$ cat config.mk
export PLATFORM = sky130hd
export DESIGN_NAME = data_bus_bridge
export DESIGN_NICKNAME = d
export VERILOG_FILES = /design/src/rtl/data_bus_bridge.sv
export SDC_FILE = /design/constraint.sdc
export NUM_CORES = 1
export LEC_CHECK = 0
export ABC_AREA = 0
export BUFFER_PORTS_ARGS = -buffer_cell sky130_fd_sc_hd__buf_2
export CAP_MARGIN = 20
export CORE_ASPECT_RATIO = 2
export CORE_MARGIN = 10
export CORE_UTILIZATION = 30
export DETAILED_ROUTE_END_ITERATION = 10
export GPL_ROUTABILITY_DRIVEN = 0
export PLACE_DENSITY = 0.57
export SLEW_MARGIN = 30
export SYNTH_ARGS = -nofsm -noshare
export SYNTH_HDL_FRONTEND = slang
export SYNTH_SLANG_ARGS = --single-unit
$ cat constraint.sdc
create_clock -name i_clk -period 2.6 [get_ports i_clk]
set_input_delay 0 -clock i_clk [delete_from_list [all_inputs] [get_ports i_clk]]
set_output_delay 0 -clock i_clk [all_outputs]
set_load 0.05 [all_outputs]
$ cat src/rtl/data_bus_bridge.sv
// data_bus_bridge: stage-4 bridge between the CPU data bus and a
// variable-latency data memory using a req/ack handshake.
//
// Ports:
//   i_clk, i_reset          clock, async active-high reset
//   i_valid, i_rw           CPU access request, 0=read 1=write
//   i_address, i_wdata      CPU byte address (word aligned), write data
//   o_rdata                 read data, valid in DONE
//   o_stall                 CPU holds stages 1-4 while high
//   o_error                 1-cycle pulse in DONE on misalign/timeout
//   o_mem_req, o_mem_we     memory request (held until ack), write enable
//   o_mem_addr, o_mem_wdata registered request address / write data
//   i_mem_ack, i_mem_rdata  memory completion pulse, read data
module data_bus_bridge #(
    parameter int ADDR_WIDTH     = 16,
    parameter int DATA_WIDTH     = 32,
    parameter int TIMEOUT_CYCLES = 16
) (
    input  logic                  i_clk,
    input  logic                  i_reset,
    input  logic                  i_valid,
    input  logic                  i_rw,
    input  logic [ADDR_WIDTH-1:0] i_address,
    input  logic [DATA_WIDTH-1:0] i_wdata,
    output logic [DATA_WIDTH-1:0] o_rdata,
    output logic                  o_stall,
    output logic                  o_error,
    output logic                  o_mem_req,
    output logic                  o_mem_we,
    output logic [ADDR_WIDTH-1:0] o_mem_addr,
    output logic [DATA_WIDTH-1:0] o_mem_wdata,
    input  logic                  i_mem_ack,
    input  logic [DATA_WIDTH-1:0] i_mem_rdata
);

    localparam logic [1:0] S_IDLE = 2'd0;
    localparam logic [1:0] S_REQ  = 2'd1;
    localparam logic [1:0] S_DONE = 2'd2;

    // Width guarded so a disabled timeout still yields a legal vector.
    localparam int CW =
        (TIMEOUT_CYCLES > 0) ? $clog2(TIMEOUT_CYCLES + 1) : 1;
    localparam bit TO_EN = (TIMEOUT_CYCLES > 0);
    localparam logic [CW-1:0] CNT_LAST =
        TO_EN ? CW'(TIMEOUT_CYCLES - 1) : '0;

    logic [1:0]    state;
    logic [CW-1:0] cnt;
    logic          err_flag;
    logic          aligned;
    logic          timeout;

    assign aligned = (i_address[1:0] == 2'b00);
    assign timeout = TO_EN && (cnt == CNT_LAST);

    // Request and stall are decoded from state so that reset drops
    // them immediately rather than one edge later.
    assign o_mem_req = (state == S_REQ);
    assign o_stall   = (state == S_REQ) ||
                       ((state == S_IDLE) && i_valid);
    assign o_error   = (state == S_DONE) && err_flag;

    always_ff @(posedge i_clk or posedge i_reset) begin
        if (i_reset) begin
            state       <= S_IDLE;
            cnt         <= '0;
            err_flag    <= 1'b0;
            o_rdata     <= '0;
            o_mem_we    <= 1'b0;
            o_mem_addr  <= '0;
            o_mem_wdata <= '0;
        end else begin
            case (state)
                S_IDLE: begin
                    cnt <= '0;
                    if (i_valid) begin
                        if (aligned) begin
                            o_mem_addr  <= i_address;
                            o_mem_wdata <= i_wdata;
                            o_mem_we    <= i_rw;
                            err_flag    <= 1'b0;
                            state       <= S_REQ;
                        end else begin
                            // Misaligned: skip the memory entirely.
                            err_flag <= 1'b1;
                            state    <= S_DONE;
                        end
                    end
                end
                S_REQ: begin
                    // Ack takes priority over a coincident timeout.
                    if (i_mem_ack) begin
                        if (!o_mem_we) o_rdata <= i_mem_rdata;
                        err_flag <= 1'b0;
                        state    <= S_DONE;
                    end else if (timeout) begin
                        if (!o_mem_we) o_rdata <= '0;
                        err_flag <= 1'b1;
                        state    <= S_DONE;
                    end else begin
                        cnt <= cnt + 1'b1;
                    end
                end
                S_DONE: begin
                    // The request still on i_valid was already served.
                    cnt   <= '0;
                    state <= S_IDLE;
                end
                default: begin
                    state <= S_IDLE;
                end
            endcase
        end
    end

endmodule
==> flow_summary_export.csv <==
group,metric,value,unit
placed_design,dpl_cell_area,4860,um2
cts,cts_buffers,9,
layout,fin_nets,620,
global_route,antenna_found_initial,0,
drt,via_per_inst,4.31,
pwr,switchingPower,3.05,mW
critical_path,arrival,2.27,ns
logic_synthesis,synth-main-ff-cell,"dfrtp_1",
critical_path,crit_fanout,32,
pwr,p_sw_share,47.4,%
cts,clockRootBuffer,"clkbuf_16",
sta,rsz0062_at_grt,"false",
global_route,grt_max_degree,56,
drt,drtIter0Drc,78,
die,die_h,181,um
logic_synthesis,yosysMostFrequentCell,"dfrtp_1",
die,dieArea,18200,um2
logic_synthesis,synth_area_per_cell,13.8,um2
logic_synthesis,synthesis.area,3890,um2
drt,vias,2961,
pwr,power_density,1090,nW/um2
logic_synthesis,synth_edf_count,0,
logic_synthesis,netlist.area_leader.share,57.2,%
layout,instances_no_fill,687,
pwr,max-vdd-ir-drop,0.629,mV
logic_synthesis,synth_common_cells,"89 x dfrtp_1, 47 x mux2_4, 37 x nand2_1",
sta,max_freq,494,MHz
drt,drc,0,
cts,cts_resized,0,
sta,min_period,2.02,ns
die,rows,58,
global_route,grt_pass1_vias,3378,
sta,tns,0,ns
cts,h-tree-depth,3,
logic_synthesis,ys_ff_latch,89,
logic_synthesis,seq_area_frac_synth,57.2,%
drt,ant_nets,0,
critical_path,critPathLaunch,"cnt[0]$_DFFE_PP0P_",
critical_path,cp-end-kind,"register",
placed_design,placed_cells,592,
drt,first_pass_iters,4,
flow_run,maxCapViolCount,0,
placed_design,dp_hpwl,7.80,mm
die,core_area,12600,um2
cts,tritoncts,"yes",
sta,slew-limit-headroom,56.1,%
critical_path,worst_setup_path_start_kind,"register",
pwr,seq_power_share,33.0,%
sta,setup_viol,0,
logic_synthesis,synthCells,283,
sta,slew_violations,0,
min_path,hold_start,"i_address[1]",
global_route,grt-ovfl-total,0,
layout,final_core_util,46.9,%
pwr,clkPwrFrac,18.2,%
cts,clk_latency,0.33,ns
pwr,combPwrFrac,48.8,%
cts,cts_sinks,89,
sta,worst_clock_skew,0.00516,ns
logic_synthesis,async_reset_ff_share,100,%
critical_path,crit_required,2.85,ns
logic_synthesis,yosys_warnings,0,
pwr,leakage,3.14,nW
global_route,grt_usage,12.0,%
logic_synthesis,synth.largest_area_cell,"dfrtp_1",
die,dieWidth,101,um
sta,tightestPinTransition,0.658,ns
pwr,finalPower,6.44,mW
layout,antenna_cells,0,
status,outcome,"finished clean",
sta,post-route-period-util,77.8,%
pwr,p_int,3.39,mW
cts,path_clk_slew,0.07,ns
placed_design,io_buffers,168,
logic_synthesis,synth.distinct_cells,26,
die,ios,169,
cts,clockBufferDepth,2,
layout,fin_area,5930,um2
drt,avgRoutedWirePerCell,15.8,um
sta,finalHoldViolCount,0,
layout,area_growth,52.2,%
global_route,grt_pass1_wl,17.7,mm
die,initial_core_util,30.8,%
layout,drive_above_1_share,44.7,%
critical_path,criticalPathCategory,"reg -> reg",
critical_path,r2r_start,"cnt[0]$_DFFE_PP0P_",
min_path,hold_path_class,"in -> reg",
logic_synthesis,syn_nets,370,
logic_synthesis,synth_area_leaders,"dfrtp_1 57%, mux2_4 18%, mux2i_1 9.3%, nand2_1 3.6%, inv_1 3.4%",
drt,drt_wl_total,10.8,mm
[critical path: stages (launching register included)]
cell     delay, ns
dfrtp_1       0.38
ha_1          0.18
and3_1        0.16
ha_1          0.20
nor2_1        0.09
nor3_4        0.14
buf_4         0.49
mux2i_1       0.27
[what timing repair did]
| action | CTS | global route |
|---|---|---|
| endpoints found under the hold margin | 113 | 0 |
| buffers inserted | 0 | 0 |
| hold buffers | 80 | 0 |
[through the flow]
stage / setup WS (ns) / hold WS (ns)
final: 0.577 / 0.0549
after global routing: 0.385 / 0.0446
after CTS: 0.539 / 0.0314
after detailed placement: 0.561 / 0.0930
after global placement: 0.588 / 0.0827
after floorplan: 0.293 / 0.145
[cell type report]
type,count,area (um2)
repair buffers,252,1700
flip-flops and latches,89,2230
multi-input cells,146,1420
inverters,35,133
clock buffers,10,229
well taps,150,188
fillers,1149,6700
clock inverters,5,33.8
[layer usage]
| metal | up-vias | share of wire, % | global-route usage [%] | routed length (um) |
|---|---|---|---|---|
| li1 | 1415 | - | - | - |
| met1 | 1424 | 37 | 12.7 | 4020 |
| met2 | 111 | 54 | 20.8 | 5810 |
| met3 | 11 | 7.5 | 4.70 | 811 |
| met4 | 0 | 1.9 | 4.03 | 202 |
| met5 | - | 0 | 0 | 0 |
[power by group through the flow]
stage	clock (mW)	combinational [mW]	sequential [mW]
after global routing	1.28	3.30	2.18
after global placement	0	3.05	2.13
after detailed placement	0	3.09	2.14
after CTS	1.22	3.18	2.12
after floorplan	0	0.659	3.79
final	1.17	3.14	2.12
[cell usage in the layout (no fill, tap or decap)]
| master | netlist | routed |
|---|---|---|
| o211a_1 | 1 | 1 |
| dlygate4sd3_1 | 0 | 80 |
| clkinv_4 | 0 | 1 |
| clkbuf_1 | 3 | 1 |
| nor3_4 | 1 | 1 |
| buf_12 | 0 | 2 |
| clkinv_2 | 0 | 3 |
| o31ai_1 | 1 | 1 |
| a211oi_1 | 1 | 1 |
| nor3_2 | 2 | 2 |
| clkbuf_16 | 0 | 9 |
| nand3b_4 | 1 | 1 |
| nand2_1 | 37 | 37 |
| clkinvlp_4 | 0 | 2 |
| nand2b_1 | 2 | 2 |
| and2_1 | 3 | 3 |
| nand2b_4 | 1 | 1 |
| dfrtp_1 | 89 | 89 |
| mux2_2 | 1 | 1 |
| and2b_1 | 1 | 1 |
| mux2_4 | 47 | 47 |
| buf_4 | 1 | 2 |
| xor2_1 | 1 | 1 |
| nor2_1 | 5 | 5 |
| nor2b_1 | 1 | 1 |
| and3_1 | 1 | 1 |
| buf_2 | 1 | 168 |
| mux2i_1 | 36 | 36 |
| ha_1 | 2 | 2 |
| inv_1 | 35 | 34 |
| nand4_1 | 1 | 1 |
[logic make-up (layout without fill, tap and decap cells)]
family                     Yosys count  after routing  synth area share (%)
DFF                                 89             89                  57.2
muxes                               84             84                  27.7
and+or+nand+nor                     56             56                  7.33
buffers and inverters               48            302                  6.30
AOI/OAI and AO/OA                    3              3                 0.643
adders and majority gates            2              2                 0.643
xor gates and xnor gates             1              1                 0.225
[path summary, 6_finish.rpt]
path	endpoint	slack (ns)	cells past startpoint
max in group asynchronous	o_mem_addr[4]$_DFFE_PP0P_	1.61	4
max	o_rdata[12]$_DFFE_PP0P_	0.58	7
max reg2reg	o_rdata[12]$_DFFE_PP0P_	0.58	7
min in group asynchronous	o_mem_wdata[4]$_DFFE_PP0P_	0.26	3
min	state[1]$_DFFE_PP0P_	0.05	3
min reg2reg	o_mem_addr[0]$_DFFE_PP0P_	0.49	1
[registers in the layout, indices dropped and copies added, names as in the netlist]
| signal | cells |
|---|---|
| state | 2 |
| o_rdata | 32 |
| o_mem_addr | 16 |
| err_flag | 1 |
| cnt | 5 |
| o_mem_we | 1 |
| o_mem_wdata | 32 |
(Power assumes the default switching activity.)
